[config.mk]
export PLATFORM = sky130hd
export DESIGN_NAME = stoch_pool_seq
export DESIGN_NICKNAME = d
export VERILOG_FILES = /design/src/rtl/stoch_pool_seq.sv
export SDC_FILE = /design/constraint.sdc
export NUM_CORES = 1
export LEC_CHECK = 0
export CORE_MARGIN = 2
export CORE_UTILIZATION = 65
export CTS_CLUSTER_DIAMETER = 80
export DETAILED_ROUTE_END_ITERATION = 16
export DONT_BUFFER_PORTS = 1
export GPL_TIMING_DRIVEN = 0
export PLACE_DENSITY = 0.83
export SKIP_CTS_REPAIR_TIMING = 1
export SLEW_MARGIN = 20
export SYNTH_ARGS = -nofsm -noshare
export SYNTH_HDL_FRONTEND = slang
export SYNTH_SLANG_ARGS = --single-unit
[constraint.sdc]
create_clock -name CLK -period 6.7 [get_ports CLK]
set_input_delay 0.67 -clock CLK [delete_from_list [all_inputs] [get_ports CLK]]
set_output_delay 0.67 -clock CLK [all_outputs]
set_load 0.05 [all_outputs]
[src/rtl/stoch_pool_seq.sv]
// Channel sequencer for a shared stochastic maxpool engine.
// Walks channels 0..CHANNELS-1. Each channel gets a one-cycle counter clear
// and then len_q consumed bitstream cycles. Engine output is flagged valid
// only once the nmax counters have had WARMUP cycles to settle.
module stoch_pool_seq #(
    parameter int CHANNELS = 256,
    parameter int LEN_W    = 16,
    parameter int WARMUP   = 8,
    localparam int CH_W    = (CHANNELS > 1) ? $clog2(CHANNELS) : 1
) (
    input  logic             CLK,
    input  logic             nRST,
    input  logic             start,
    input  logic             abort,
    input  logic [LEN_W-1:0] cfg_len,
    input  logic             in_valid,
    output logic             in_ready,
    output logic [CH_W-1:0]  ch_sel,
    output logic             eng_clr,
    output logic             eng_en,
    output logic             out_valid,
    output logic             busy,
    output logic             done
);

    localparam logic [1:0] IDLE  = 2'd0;
    localparam logic [1:0] CLEAR = 2'd1;
    localparam logic [1:0] RUN   = 2'd2;
    localparam logic [1:0] DONE  = 2'd3;

    localparam logic [LEN_W-1:0] WARM    = LEN_W'(WARMUP);
    localparam logic [CH_W-1:0]  LAST_CH = CH_W'(CHANNELS - 1);

    logic [1:0]       state_reg, state_next;
    logic [CH_W-1:0]  ch_reg, ch_next;
    logic [LEN_W-1:0] cnt_reg, cnt_next;
    logic [LEN_W-1:0] len_reg, len_next;

    logic in_run;
    logic last_bit;

    assign in_run   = (state_reg == RUN);
    // The terminal compare sits at len_q-1, so cnt never needs to reach len_q.
    assign last_bit = (cnt_reg == (len_reg - LEN_W'(1)));

    // Output decode; everything is a function of state so an asynchronous
    // reset drives all outputs low at once.
    always_comb begin
        busy      = (state_reg != IDLE);
        eng_clr   = (state_reg == CLEAR);
        in_ready  = in_run;
        eng_en    = in_run & in_valid;
        out_valid = in_run & in_valid & (cnt_reg >= WARM);
        ch_sel    = (state_reg == CLEAR || in_run) ? ch_reg : '0;
        done      = (state_reg == DONE) & ~abort;
    end

    // Next-state logic; abort overrides every other transition outside IDLE.
    always_comb begin
        state_next = state_reg;
        ch_next    = ch_reg;
        cnt_next   = cnt_reg;
        len_next   = len_reg;
        case (state_reg)
            IDLE: begin
                if (start) begin
                    len_next   = cfg_len;
                    ch_next    = '0;
                    cnt_next   = '0;
                    state_next = (cfg_len == '0) ? DONE : CLEAR;
                end
            end
            CLEAR: begin
                cnt_next   = '0;
                state_next = RUN;
            end
            RUN: begin
                if (in_valid) begin
                    if (last_bit) begin
                        cnt_next = '0;
                        if (ch_reg == LAST_CH) begin
                            ch_next    = '0;
                            state_next = DONE;
                        end else begin
                            ch_next    = ch_reg + CH_W'(1);
                            state_next = CLEAR;
                        end
                    end else begin
                        cnt_next = cnt_reg + LEN_W'(1);
                    end
                end
            end
            DONE: begin
                state_next = IDLE;
            end
            default: begin
                state_next = IDLE;
            end
        endcase
        if (abort && state_reg != IDLE) begin
            state_next = IDLE;
            ch_next    = '0;
            cnt_next   = '0;
        end
    end

    // State registers with asynchronous active-low reset.
    always_ff @(posedge CLK or negedge nRST) begin
        if (!nRST) begin
            state_reg <= IDLE;
            ch_reg    <= '0;
            cnt_reg   <= '0;
            len_reg   <= '0;
        end else begin
            state_reg <= state_next;
            ch_reg    <= ch_next;
            cnt_reg   <= cnt_next;
            len_reg   <= len_next;
        end
    end

endmodule

==> summary.md <==
| Metric | Value |
|---|---|
| #FFs+latches synth | `42` |
| WL met3 | `341 microns` |
| Final HPWL DP | `4520 microns` |
| Dpl cells | `342` |
| FF-to-FF End | `ch_reg[4]` |
| Clock sink count | `42` |
| FF-to-FF Start | `len_reg[0]` |
| Leak | `1.22 nW` |
| Worst-margin pin slew | `959 ps` |
| Avg WL per Cell | `18.0 microns` |
| DRC | `0` |
| Global-route wire length before repair | `10,800 microns` |
| H-tree depth | `2` |
| Unrepaired setup endpoints after global routing | `false` |
| Synth async-reset ratio | `1.00` |
| GRT Total Usage | `0.281` |
| Post-synth top flop | `dfrtp_1` |
| Gate power share | `0.453` |
| Initial antenna violation count | `0` |
| Worst slew margin | `0.359` |
| Register-to-Register Path Depth | `9` |
| Longest Clk Path Bufs | `2` |
| Critical path endpoint category | `flop` |
| P&R area growth vs syn | `7.23%` |
| Largest net degree at the start of global routing | `43` |
| Starting Density | `0.682` |
| Critical path class | `reg -> reg` |
| Worst Setup SP | `len_reg[0]` |
| Synth cell types | `52` |
| Final TNS setup | `0 ps` |
| GRT overflow | `0` |
| Sequential Area | `1050 sq um` |
| Share of layout cells above drive strength 1 | `0.130` |
| Placed cell areas | `2830 sq um` |
| Place WS | `3400 ps` |
| Cell Count, Final, Fillers Out | `350` |
| Met1 wire length | `2910 microns` |
| Synth Cell Area | `2770 sq um` |
| Die width | `69.3 microns` |
| Routed wire length | `6300 microns` |
| Die Area | `4800 sq um` |
| Startpoint class of the critical path | `flop` |
| Power Density | `390 nW/um^2` |
| Status | `complete, no violations` |
| Max-slew violations | `0` |
| PortBufs | `0` |
| Fmax | `289 MHz` |
| WP data required | `6910 ps` |
| Crit Path Max Fanout | `8` |
| FILL cells | `305` |
| Met2 routed WL | `2940 microns` |
| Drt first-iter violations | `141` |
| Final hold violations | `0` |
| Register area share after synthesis | `0.380` |
| Cts bufs inserted | `5` |
| Sw Ratio | `0.420` |
| Peak supply drop | `0.189 mV` |
| Most common cell after layout, fill and taps aside | `dfrtp_1` |
| Final Skew | `5.56 ps` |
| Syn Area/Cell | `9.48 sq um` |
| Min Hold Slack | `49.5 ps` |
| DIE HEIGHT | `69.3 microns` |
| Vias per cell | `6.37` |
| DRT Pass-1 Iters | `4` |
| Synth Instances | `292` |
| Multi-input gate area | `1620 sq um` |
| Syn nets | `321` |
| CTS tree | `yes` |
| Arrival time at the worst endpoint | `3670 ps` |
| NetSw | `0.486 mW` |
| Final worst setup slack | `3240 ps` |
| Most frequent cells in the layout | `42 x dfrtp_1, 28 x nor2_1, 22 x nand2_1` |
| Placement row count | `23` |
| Min Tclk post-route | `3460 ps` |
| Fin util | `0.732` |
| Root Driver | `clkbuf_8` |
| Period utilization | `0.516` |
| Setup-violating endpoint count in the final report | `0` |
| Vias post-DR | `2,229` |
| Power Total | `1.16 mW` |
| Max-cap violations | `0` |
| Ports | `35` |
| R2R setup slack | `3240 ps` |
| EDFF count, synth | `0` |
| Remaining antenna violation count | `0` |
| Internal | `0.671 mW` |
| YS warnings | `0` |
| Number of global-route vias before repair | `2,215` |
| Antenna Cells | `0` |
| Post-Layout Inst Area | `2970 sq um` |
| Worst hold path type | `in -> async` |
| Clk Latency, worst-skew pair | `300 ps` |
| Worst-path clk slew | `80 ps` |
| Seq pwr share | `0.337` |
| Nets@finish | `328` |
| Critical Path Sink | `ch_reg[4]` |
| Clk network pwr share | `0.210` |
| GPL Wtd Cong | `0.860` |
| Core area | `4060 sq um` |
| Max layer used | `met4` |
==> synth_stat cells, drive strengths merged (2+ instances only) <==
cell	count	area (sq um)
nor2	30	118
ha	8	100
nor2b	3	18.8
nand2	22	82.6
a211oi	2	15.0
and3	8	50.1
a22o	5	43.8
dfrtp	42	1050
nor3	8	40.0
mux2i	3	30.0
nand3	9	45.0
xor2	17	149
inv	12	45.0
buf	4	32.5
a21oi	4	23.8
nor4	13	111
o2111ai	2	17.5
xnor2	14	123
mux2	17	191
and2	11	68.8
nor4b	2	17.5
o31ai	3	22.5
or4	4	30.0
o21ai	10	53.8
nand2b	4	25.0
a31oi	5	31.3
clkbuf	5	18.8
nand4	6	37.5
==> routing by layer <==
layer	global-route usage	vias up
met2	0.437	67
met3	0.0538	14
met5	0	-
li1	-	1069
met4	0.0871	0
met1	0.398	1079
==> cell type report <==
class	count	share of cell area
sequential	42	0.354
multi-input combinational	229	0.546
inverter	12	0.0152
clock inverter	3	0.0232
tap	50	0.0211
clock buffer	5	0.0232
buffer	9	0.0173
==> worst max-delay path, cell delays in order, from the launching register on <==
cell       delay, ps
dfrtp_1          460
inv_1             90
ha_1             170
nor3b_1          620
a31oi_1          230
nor4_1           360
o2111ai_1        290
nor4_4           590
nand4_1          280
o31ai_1          270
==> how the worst min path moves through the flow <==
stage                     startpoint           to  cells past startpoint
after floorplan                 nRST    ch_reg[0]                      0
after global placement          nRST   len_reg[9]                      0
after detailed placement        nRST   len_reg[9]                      0
after CTS                       nRST  cnt_reg[12]                      0
after global routing            nRST  cnt_reg[11]                      0
final                           nRST   len_reg[9]                      0
==> kinds of logic (layout without fill, tap and decap cells) <==
| family | after synthesis | after routing | share of synthesized area |
|---|---|---|---|
| and+or+nand+nor | 124 | 124 | 0.244 |
| AOI/OAI and AO/OA | 45 | 45 | 0.119 |
| buffers and inverters | 21 | 29 | 0.0348 |
| adders and majority gates | 8 | 8 | 0.0362 |
| DFF | 42 | 42 | 0.380 |
| muxes | 20 | 20 | 0.0800 |
| xor gates and xnor gates | 32 | 32 | 0.106 |
==> power groups by stage <==
stage / Sequential (mW) / Combinational (mW) / Clock [mW]
4_1_cts: 0.387 / 0.523 / 0.246
5_1_grt: 0.400 / 0.570 / 0.258
3_3_place_gp: 0.385 / 0.499 / 0
6_report: 0.389 / 0.524 / 0.243
2_1_floorplan: 0.368 / 0.428 / 0
3_5_place_dp: 0.391 / 0.514 / 0
(Power assumes the default switching activity.)
